===== config.mk =====
export PLATFORM = sky130hd
export DESIGN_NAME = trap_array_block_flat
export DESIGN_NICKNAME = d
export VERILOG_FILES = /design/src/rtl/trap_array_if.sv /design/src/rtl/trap_array_block.sv /design/src/flat_wrapper.sv
export SDC_FILE = /design/constraint.sdc
export NUM_CORES = 2
export LEC_CHECK = 0
export BUFFER_PORTS_ARGS = -buffer_cell sky130_fd_sc_hd__buf_2
export CAP_MARGIN = 10
export CORE_UTILIZATION = 50
export CTS_CLUSTER_DIAMETER = 50
export DETAILED_ROUTE_END_ITERATION = 10
export GPL_ROUTABILITY_DRIVEN = 0
export GPL_TIMING_DRIVEN = 0
export PLACE_DENSITY = 0.68
export SLEW_MARGIN = 20
export SYNTH_ARGS = -nofsm -noshare
export SYNTH_HDL_FRONTEND = slang
export SYNTH_SLANG_ARGS = --single-unit

===== constraint.sdc =====
create_clock -name clk -period 9.5 [get_ports clk]
set_input_delay 0.475 -clock clk [delete_from_list [all_inputs] [get_ports clk]]
set_output_delay 0.475 -clock clk [all_outputs]
set_load 0.01 [all_outputs]

===== src/rtl/trap_array_if.sv =====
// Bundle between the trap array and its surroundings: scan position, frame/level
// control and hit bits in; trap geometry, draw colour and capture status out.
interface trap_array_if #(
  parameter int NUM_TRAPS = 3
);
  logic [10:0]             pixelX;
  logic [10:0]             pixelY;
  logic                    startOfFrame;
  logic                    reset_level;
  logic                    pause;
  logic [NUM_TRAPS-1:0]    collisionBallTrap;
  logic [7:0]              RGBTrap;
  logic                    drawTrap;
  logic [NUM_TRAPS*11-1:0] centerX;
  logic [NUM_TRAPS*11-1:0] centerY;
  logic                    controlledByTrap;
  logic [2:0]              capturedIndex;
  logic [3:0]              countDownNumber;

  modport master (
    output pixelX, pixelY, startOfFrame, reset_level, pause, collisionBallTrap,
    input  RGBTrap, drawTrap, centerX, centerY, controlledByTrap, capturedIndex,
           countDownNumber
  );

  modport slave (
    input  pixelX, pixelY, startOfFrame, reset_level, pause, collisionBallTrap,
    output RGBTrap, drawTrap, centerX, centerY, controlledByTrap, capturedIndex,
           countDownNumber
  );
endinterface


===== src/rtl/trap_array_block.sv =====
// Row of ring-shaped traps sweeping horizontally; one trap at a time may hold the
// ball for a seconds countdown, then stays immune for a cooldown while moving.
module trap_array_block #(
  parameter int          NUM_TRAPS       = 3,
  parameter int          RADIUS_OUTER    = 24,
  parameter int          RADIUS_INNER    = 16,
  parameter int          X_MIN           = 40,
  parameter int          X_MAX           = 600,
  parameter int          Y_BASE          = 120,
  parameter int          Y_STEP          = 100,
  parameter int          SPEED           = 2,
  parameter int          CAPTURE_SECONDS = 5,
  parameter int          FRAMES_PER_SEC  = 60,
  parameter int          COOLDOWN_FRAMES = 120,
  parameter logic [7:0]  COLOR           = 8'hE0
) (
  input  logic         clk,
  input  logic         resetN,
  trap_array_if.slave  bus
);

  localparam int CW = (COOLDOWN_FRAMES > 0) ? $clog2(COOLDOWN_FRAMES + 1) : 1;
  localparam int SW = (FRAMES_PER_SEC > 1) ? $clog2(FRAMES_PER_SEC) : 1;
  localparam logic signed [11:0] XMIN_S  = 12'(X_MIN);
  localparam logic signed [11:0] XMAX_S  = 12'(X_MAX);
  localparam logic signed [11:0] SPEED_S = 12'(SPEED);
  localparam logic [23:0] RIN_SQ  = 24'(RADIUS_INNER * RADIUS_INNER);
  localparam logic [23:0] ROUT_SQ = 24'(RADIUS_OUTER * RADIUS_OUTER);

  typedef enum logic [1:0] {MOVE, HOLD, COOL} trap_state_t;

  logic                 tick;
  logic                 any_hold;
  logic                 sec_wrap;
  logic                 release_now;
  logic [NUM_TRAPS-1:0] is_move;
  logic [NUM_TRAPS-1:0] is_hold;
  logic [NUM_TRAPS-1:0] eligible;
  logic [NUM_TRAPS-1:0] grant;
  logic [NUM_TRAPS-1:0] ring_hit;
  logic                 cap_valid;
  logic [2:0]           cap_idx;

  logic          controlled, controlled_n;
  logic [2:0]    held_idx, held_idx_n;
  logic [3:0]    count_down, count_down_n;
  logic [SW-1:0] sec_cnt, sec_cnt_n;
  logic          draw_q;
  logic [7:0]    rgb_q;

  assign tick     = bus.startOfFrame & ~bus.pause;
  assign any_hold = |is_hold;
  assign sec_wrap    = tick & any_hold & (sec_cnt == SW'(FRAMES_PER_SEC - 1));
  assign release_now = sec_wrap & (count_down == 4'd1);

  // Lowest eligible hit wins; all hits are ignored while any trap holds the ball.
  assign eligible  = any_hold ? '0 : (bus.collisionBallTrap & is_move);
  assign grant     = eligible & (~eligible + 1'b1);
  assign cap_valid = |grant;

  always_comb begin
    cap_idx = '0;
    for (int unsigned k = 0; k < NUM_TRAPS; k++) begin
      if (grant[k]) cap_idx = 3'(k);
    end
  end

  always_comb begin
    controlled_n = controlled;
    held_idx_n   = held_idx;
    count_down_n = count_down;
    sec_cnt_n    = sec_cnt;
    if (bus.reset_level) begin
      controlled_n = 1'b0;
      held_idx_n   = '0;
      count_down_n = '0;
      sec_cnt_n    = '0;
    end else if (cap_valid) begin
      controlled_n = 1'b1;
      held_idx_n   = cap_idx;
      count_down_n = 4'(CAPTURE_SECONDS);
      sec_cnt_n    = '0;
    end else if (any_hold && tick) begin
      if (sec_wrap) begin
        sec_cnt_n    = '0;
        count_down_n = count_down - 4'd1;
        if (release_now) begin
          controlled_n = 1'b0;
          held_idx_n   = '0;
        end
      end else begin
        sec_cnt_n = sec_cnt + 1'b1;
      end
    end
  end

  always_ff @(posedge clk or negedge resetN) begin
    if (!resetN) begin
      controlled <= 1'b0;
      held_idx   <= '0;
      count_down <= '0;
      sec_cnt    <= '0;
    end else begin
      controlled <= controlled_n;
      held_idx   <= held_idx_n;
      count_down <= count_down_n;
      sec_cnt    <= sec_cnt_n;
    end
  end

  for (genvar i = 0; i < NUM_TRAPS; i++) begin : g_trap
    localparam logic [10:0]        INIT_X    = (i % 2 == 0) ? 11'(X_MIN) : 11'(X_MAX);
    localparam logic               INIT_LEFT = 1'(i % 2);
    localparam logic signed [11:0] CY        = 12'(Y_BASE + i * Y_STEP);

    trap_state_t        state, state_n;
    logic [10:0]        x, x_n;
    logic               left, left_n;
    logic [CW-1:0]      cool, cool_n;
    logic signed [11:0] nxt;
    logic [10:0]        step_x;
    logic               step_left;
    logic signed [11:0] dx, dy;
    logic signed [23:0] dx_w, dy_w;
    logic [23:0]        sq;

    assign is_move[i] = (state == MOVE);
    assign is_hold[i] = (state == HOLD);
    assign bus.centerX[11*i +: 11] = x;
    assign bus.centerY[11*i +: 11] = CY[10:0];

    // Signed 12-bit step so that X_MIN near zero clamps instead of wrapping.
    always_comb begin
      nxt       = left ? ($signed({1'b0, x}) - SPEED_S) : ($signed({1'b0, x}) + SPEED_S);
      step_x    = nxt[10:0];
      step_left = left;
      if (nxt > XMAX_S) begin
        step_x    = 11'(X_MAX);
        step_left = ~left;
      end else if (nxt < XMIN_S) begin
        step_x    = 11'(X_MIN);
        step_left = ~left;
      end
    end

    always_comb begin
      state_n = state;
      x_n     = x;
      left_n  = left;
      cool_n  = cool;
      if (bus.reset_level) begin
        state_n = MOVE;
        x_n     = INIT_X;
        left_n  = INIT_LEFT;
        cool_n  = '0;
      end else begin
        case (state)
          MOVE: begin
            if (grant[i]) begin
              state_n = HOLD;
            end else if (tick) begin
              x_n    = step_x;
              left_n = step_left;
            end
          end
          HOLD: begin
            if (release_now) begin
              state_n = COOL;
              cool_n  = CW'(COOLDOWN_FRAMES);
            end
          end
          COOL: begin
            if (tick) begin
              x_n    = step_x;
              left_n = step_left;
              if (cool > CW'(1)) begin
                cool_n = cool - 1'b1;
              end else begin
                cool_n  = '0;
                state_n = MOVE;
              end
            end
          end
          default: state_n = MOVE;
        endcase
      end
    end

    always_ff @(posedge clk or negedge resetN) begin
      if (!resetN) begin
        state <= MOVE;
        x     <= INIT_X;
        left  <= INIT_LEFT;
        cool  <= '0;
      end else begin
        state <= state_n;
        x     <= x_n;
        left  <= left_n;
        cool  <= cool_n;
      end
    end

    assign dx   = $signed({1'b0, bus.pixelX}) - $signed({1'b0, x});
    assign dy   = $signed({1'b0, bus.pixelY}) - CY;
    assign dx_w = 24'(dx);
    assign dy_w = 24'(dy);
    assign sq   = $unsigned(dx_w * dx_w) + $unsigned(dy_w * dy_w);
    assign ring_hit[i] = (sq >= RIN_SQ) && (sq <= ROUT_SQ);
  end

  always_ff @(posedge clk or negedge resetN) begin
    if (!resetN) begin
      draw_q <= 1'b0;
      rgb_q  <= 8'hFF;
    end else if (bus.reset_level) begin
      draw_q <= 1'b0;
      rgb_q  <= 8'hFF;
    end else begin
      draw_q <= |ring_hit;
      rgb_q  <= (|ring_hit) ? COLOR : 8'hFF;
    end
  end

  assign bus.drawTrap         = draw_q;
  assign bus.RGBTrap          = rgb_q;
  assign bus.controlledByTrap = controlled;
  assign bus.capturedIndex    = held_idx;
  assign bus.countDownNumber  = count_down;

endmodule


===== src/flat_wrapper.sv =====
// flat-port wrapper written by rule: the top's interface ports become plain ports
module trap_array_block_flat 
#(
  parameter int          NUM_TRAPS       = 3,
  parameter int          RADIUS_OUTER    = 24,
  parameter int          RADIUS_INNER    = 16,
  parameter int          X_MIN           = 40,
  parameter int          X_MAX           = 600,
  parameter int          Y_BASE          = 120,
  parameter int          Y_STEP          = 100,
  parameter int          SPEED           = 2,
  parameter int          CAPTURE_SECONDS = 5,
  parameter int          FRAMES_PER_SEC  = 60,
  parameter int          COOLDOWN_FRAMES = 120,
  parameter logic [7:0]  COLOR           = 8'hE0
)
  (clk, resetN, bus_pixelX, bus_pixelY, bus_startOfFrame, bus_reset_level, bus_pause, bus_collisionBallTrap, bus_RGBTrap, bus_drawTrap, bus_centerX, bus_centerY, bus_controlledByTrap, bus_capturedIndex, bus_countDownNumber);
  trap_array_if #(.NUM_TRAPS(NUM_TRAPS)) bus_i ();
  input  logic clk;
  input  logic resetN;
  input wire logic [$bits(bus_i.pixelX)-1:0] bus_pixelX;
  input wire logic [$bits(bus_i.pixelY)-1:0] bus_pixelY;
  input wire logic [$bits(bus_i.startOfFrame)-1:0] bus_startOfFrame;
  input wire logic [$bits(bus_i.reset_level)-1:0] bus_reset_level;
  input wire logic [$bits(bus_i.pause)-1:0] bus_pause;
  input wire logic [$bits(bus_i.collisionBallTrap)-1:0] bus_collisionBallTrap;
  output wire logic [$bits(bus_i.RGBTrap)-1:0] bus_RGBTrap;
  output wire logic [$bits(bus_i.drawTrap)-1:0] bus_drawTrap;
  output wire logic [$bits(bus_i.centerX)-1:0] bus_centerX;
  output wire logic [$bits(bus_i.centerY)-1:0] bus_centerY;
  output wire logic [$bits(bus_i.controlledByTrap)-1:0] bus_controlledByTrap;
  output wire logic [$bits(bus_i.capturedIndex)-1:0] bus_capturedIndex;
  output wire logic [$bits(bus_i.countDownNumber)-1:0] bus_countDownNumber;
  assign bus_i.pixelX = bus_pixelX;
  assign bus_i.pixelY = bus_pixelY;
  assign bus_i.startOfFrame = bus_startOfFrame;
  assign bus_i.reset_level = bus_reset_level;
  assign bus_i.pause = bus_pause;
  assign bus_i.collisionBallTrap = bus_collisionBallTrap;
  assign bus_RGBTrap = bus_i.RGBTrap;
  assign bus_drawTrap = bus_i.drawTrap;
  assign bus_centerX = bus_i.centerX;
  assign bus_centerY = bus_i.centerY;
  assign bus_controlledByTrap = bus_i.controlledByTrap;
  assign bus_capturedIndex = bus_i.capturedIndex;
  assign bus_countDownNumber = bus_i.countDownNumber;
  trap_array_block #(.NUM_TRAPS(NUM_TRAPS), .RADIUS_OUTER(RADIUS_OUTER), .RADIUS_INNER(RADIUS_INNER), .X_MIN(X_MIN), .X_MAX(X_MAX), .Y_BASE(Y_BASE), .Y_STEP(Y_STEP), .SPEED(SPEED), .CAPTURE_SECONDS(CAPTURE_SECONDS), .FRAMES_PER_SEC(FRAMES_PER_SEC), .COOLDOWN_FRAMES(COOLDOWN_FRAMES), .COLOR(COLOR)) u_core (.clk(clk), .resetN(resetN), .bus(bus_i));
endmodule

**Word level (Yosys, flattened, before mapping)**

Cells that the tools add are included.
Widths: inputs -> output; s select.

- Order comparisons: 15
- Multiplexer cells: 92
- Reduce and logical (&&, ||, !) cells: 30
- Equality and inequality tests: 23
- $mul: 6
- Add/subtract/negate cells: 21
- Bitwise operators: 11

Operator list:

| operator | count |
|---|---|
| $mux 11 | 15 |
| $mul 12x12->24 | 6 |
| $add 24x24->24 | 3 |
| $ge 24x9->1 const B | 3 |
| $le 24x10->1 const B | 3 |
| $mux 7 | 10 |
| $pmux 11 s2 | 3 |
| $pmux 7 s2 | 3 |
| $add 11x2->12 const B | 3 |
| $gt 12x11->1 const B | 3 |
| $lt 12x7->1 const B | 3 |
| $mux 12 | 3 |
| $sub 11x11->12 | 3 |
| $sub 11x2->12 const B | 3 |
| $ne 3x3->1 const B | 9 |
| $reduce_bool 3->1 | 9 |
| $mux 2 | 13 |
| $mux 6 | 4 |
| $mux 1 | 22 |
| $gt 7x1->1 const B | 3 |
| $mux 3 | 7 |
| $sub 7x1->7 const B | 3 |
| $ne 3x2->1 const B | 6 |
| $pmux 2 s3 | 3 |
| other kinds (24) | 55 |

- Word-level logic and storage cells: 216
- Output and inout bits: 83
- Input bits: 30
- Bits in registers: 86

**Longest topological paths before layout**

- Word-level depth: 10
- Mapped depth: 38
- Mapped depth without buffers: 36

**Least setup slack after synthesis**

No wires, ideal clock.

- Path type: reg2reg
- From: register u_core.g_trap[1].x[1]
- To: register u_core.rgb_q[3], in the netlist u_core.bus.RGBTrap[3]
- Arrival: 8.934 ns
- Library setup time: 0.081 ns
- Path slack: 0.485 ns
- Clock period less this slack: 9.015 ns
- Cell stages (with the launch flop): 36
- Data required time: 9.419 ns
- Path buffers: 1
- Path through: dfrtp_1 -> inv_1 -> ha_1 -> o21a_1 -> o21ai_0 -> nand2b_1 -> a21o_1 -> a21oi_1 -> o21bai_1 -> a31oi_1 -> o21ai_0 -> inv_1 -> clkbuf_1 -> nand2_1 -> fa_1 -> inv_1 -> fa_1 -> inv_1 -> fa_1 -> inv_1 -> fa_1 -> fa_1 -> fa_1 -> inv_1 -> fa_1 -> inv_1 -> ha_1 -> nor2b_2 -> a2111oi_4 -> o221ai_2 -> nor4_2 -> o2111ai_1 -> nor4_1 -> or4b_1 -> nand4b_1 -> o221a_1

- Word-level cells in the longest chain between the ends: 8
- Elaborated cells on any way between the ends: 9
- Those cells by class: add/sub (2); mul (1); order compare (2); mux (2); reduce/logical (2)

Ends and longest elaborated chain:

| item | RTL line | text |
|---|---|---|
| from (decl) | trap_array_block.sv:117 | `logic [10:0] x, x_n;` |
| from (signal assigned) | trap_array_block.sv:197 | `x <= x_n;` |
| $sub 11x11->12 * | trap_array_block.sv:203 | `assign dx = $signed({1'b0, bus.pixelX}) - $signed({1'b0, x});` |
| $mul 12x12->24 * | trap_array_block.sv:207 | `assign sq = $unsigned(dx_w * dx_w) + $unsigned(dy_w * dy_w);` |
| $add 24x24->24 * | trap_array_block.sv:207 |  |
| $ge 24x9->1 / $le 24x10->1 (equally long branches) | trap_array_block.sv:208 | `assign ring_hit[i] = (sq >= RIN_SQ) && (sq <= ROUT_SQ);` |
| $logic_and 1x1->1 * | trap_array_block.sv:208 |  |
| $reduce_or 3->1 * | trap_array_block.sv:220 | `rgb_q <= (\|ring_hit) ? COLOR : 8'hFF;` |
| $mux 5 * | trap_array_block.sv:220 |  |
| $mux 8 * | trap_array_block.sv:215 | `end else if (bus.reset_level) begin` |
| to (signal assigned) | trap_array_block.sv:220 |  |
| to (decl) | trap_array_block.sv:49 | `logic [7:0] rgb_q;` |

Every way passes the cells marked *; elsewhere a longest branch is shown, timed or not.
A chain may end at the register's enable or synchronous reset.

**Final worst setup path**

- From: register u_core.g_trap[0].x[2]
- To: register u_core.rgb_q[3], in the netlist u_core.bus.RGBTrap[3]

- Word-level cells in the longest chain between the ends: 8
- Elaborated cells on any way between the ends: 9
- Those cells by class: add/sub (2); mul (1); order compare (2); mux (2); reduce/logical (2)

Ends and longest elaborated chain:

| item | RTL line |
|---|---|
| from (decl) | trap_array_block.sv:117 |
| from (signal assigned) | trap_array_block.sv:197 |
| $sub 11x11->12 * | trap_array_block.sv:203 |
| $mul 12x12->24 * | trap_array_block.sv:207 |
| $add 24x24->24 * | trap_array_block.sv:207 |
| $ge 24x9->1 / $le 24x10->1 (equally long branches) | trap_array_block.sv:208 |
| $logic_and 1x1->1 * | trap_array_block.sv:208 |
| $reduce_or 3->1 * | trap_array_block.sv:220 |
| $mux 5 * | trap_array_block.sv:220 |
| $mux 8 * | trap_array_block.sv:215 |

Marks and branches as above.

==> flow_summary.toml <==
[synthesis]
synthTopCellsByArea = "fa_1 (47%), inv_1 (12%), ha_1 (11%)"
synth_area_sq_um = 36600
seq_area_frac_synth_pct = 5.16
synth_edf_count = 0
synth-seq-cells = 75
yosysWarnings = 0
synthArstFlopShare_pct = 100
synth_area_leader_cell = "fa_1"
synthFlopType = "dfrtp_1"
synth_cell_type_count = 92
syn_inst = 4046
syn_avg_cell_area_sq_um = 9.06
synth_top_area_share_pct = 46.7

[critical_path]
cp-start-kind = "register"
crit_type = "reg2reg"
worst_ep_arrival_time_ns = 9.52
worstPathRequired_ns = 9.77
crit_path_start = "u_core.g_trap[0].x[2]"
end_kind = "register"
cp_slowest_cell = "fa_1"
cp_max_fo = 10
cpMostUsedCell = "fa_1"
critPathMaxStageDelay_ns = 0.53
reg2reg_from = "u_core.g_trap[0].x[2]"

[cells_and_area]
layout_common_cells = "inv_1 (1141), fa_1 (845), ha_1 (316), nor2_1 (305), nand2_1 (295)"
drive_above_1_share_pct = 7.47
fillerInstances = 6541
final_nets = 5410
final_util_pct = 55.0
final_common_cell = "inv_1"
fin_cells = 5152
area_growth_pct = 8.08

[placed_design]
placed_cells = 5107
dp_hpwl_mm = 80.4
port_buffers = 66

[clock_tree]
clockRootBuffer = "clkbuf_16"
cts.path.max_buffers = 2
clk_pin_slew_ns = 0.07
cts_hold_buf = 0
numCtsBuffers = 9
cts_max_level = 3
cts_tree = "yes"
clkSinkCount = 75
clock_latency_ns = 0.34

[global_route]
antenna_found_initial = 12
track_usage_pct = 25.7
grt_max_degree = 52
grt_pass1_vias = 28800
grt_pass1_wl_mm = 150
grt_overflow = 0

[timing]
setup_viol = 0
fin_worst_skew_ns = 0.00659
timing.fmax_ghz = 0.108
max-slew-margin-rel_pct = 16.9
timing.setup.tns_ns = 0
slew_viol_final = 0
hold_viol_final = 0
min_period_ns = 9.25
finalHoldWorstSlack_ns = 0.0372
tightest_slew_ns = 1.24
fin_crit_sh_pct = 97.3

[detailed_routing]
detail_route.iter0.violations = 1604
num_vias = 26700
wl_per_cell_microns = 17.7
ant_nets = 0
vias_per_cell = 5.19
drc = 0
drt_first_pass_iters = 5
wirelength_mm = 91.0

[floorplanning]
design.core.area_sq_um = 72000
die_area_sq_um = 74400
floorplan.initialDensity_pct = 50.9
rows = 98
fp.dieW_microns = 273
die_h_microns = 273
io_pins = 113

[status]
status = "complete, no violations"

[flow_run]
max-cap-violations = 0

[min_path]
hold_path.class = "in2async"
Yosys cell counts (all sizes together), types with 6 or more instances:
master   instances
a211oi          12
inv           1152
a21oi          104
nor4            20
clkbuf          60
fa             854
xnor2          120
or2             10
dfrtp           65
o21a            24
o2111ai          9
nor2           311
nand2          298
o211ai          10
o21bai          17
a311oi           6
nand3           23
o31ai           13
a211o            7
o22ai            8
clkinv          15
o21ai           84
ha             330
and3            14
nand2b          40
a21o            41
mux2             6
buf             50
nor2b           39
a22oi            9
and2            58
xor2            42
a31oi           22
nor3            39
or3             24
dfstp           10
flip-flops by register name, summed over array words and instances (netlist names):
signal and cells:
u_core.bus.controlledByTrap 1, u_core.g_trap.cool 21, u_core.bus.drawTrap 1, u_core.g_trap.state 6, u_core.g_trap.left 3, u_core.bus.countDownNumber 4, u_core.bus.capturedIndex 2, u_core.sec_cnt 6
u_core.bus.RGBTrap 1, u_core.g_trap.x 30
logic make-up after synthesis:
| group | share of synthesized area (%) |
|---|---|
| AOI/OAI and AO/OA | 7.80 |
| DFF | 5.16 |
| muxes | 0.321 |
| xor gates and xnor gates | 3.87 |
| and+or+nand+nor | 11.4 |
| buffers and inverters | 13.5 |
| other | 0.0205 |
| adders and majority gates | 57.9 |
final cells by class:
cell class	instances	area, sq um	area share (%)
multi-input combinational	2738	30500	77.1
clock inverter	7	76.3	0.193
clock buffer	9	225	0.569
tap	950	1190	3.00
sequential	75	1890	4.78
timing repair buffer	106	691	1.74
inverter	1167	4400	11.1
buffer	99	586	1.48
antenna	1	2.50	0.00632
critical path, delay by kind of cell (launching register included):
family	cells	cell delay, ns
adder cells (fa/ha/maj)	9	4.21
AO/OA/AOI/OAI	15	3.03
buffers and inverters	8	0.85
AND/OR/NAND/NOR	3	0.65
flip-flops	1	0.39
final timing paths:
path                                              to  slack (ns)  depth (start not counted)
hold reg to reg            u_core.g_trap[0].state[0]        0.51                          1
hold / removal              u_core.g_trap[1].cool[0]        0.04                          1
max in group asynchronous      u_core.g_trap[2].x[3]        8.83                          2
setup / recovery               u_core.bus.RGBTrap[3]        0.25                         35
setup reg to reg               u_core.bus.RGBTrap[3]        0.25                         35
min in group clk           u_core.g_trap[0].state[0]        0.51                          1
through the flow:
stage          setup WS [ns]  instance area (sq um)
3_3_place_gp           -1.53                  38300
6_report               0.252                  39600
5_1_grt               -0.117                  39600
2_1_floorplan          0.485                  36800
3_5_place_dp           -1.45                  38400
4_1_cts              0.00107                  39000
what timing repair did:
item | 4_1_cts | 5_1_grt
pin swaps | 7 | 29
resized for setup | 53 | 98
endpoints found under the setup margin | 2 | 2
setup buffers | 9 | 30
routing by layer:
layer | vias up | wire length [microns] | track usage [%]
met5 | - | 96 | 0
met4 | 16 | 3140 | 7.35
met3 | 182 | 6430 | 3.99
met2 | 848 | 43700 | 43.7
met1 | 13300 | 37600 | 33.9
li1 | 12400 | - | -
Power is not shown: default switching activity piles up to over one toggle a cycle in this logic, so the estimate is an artifact.
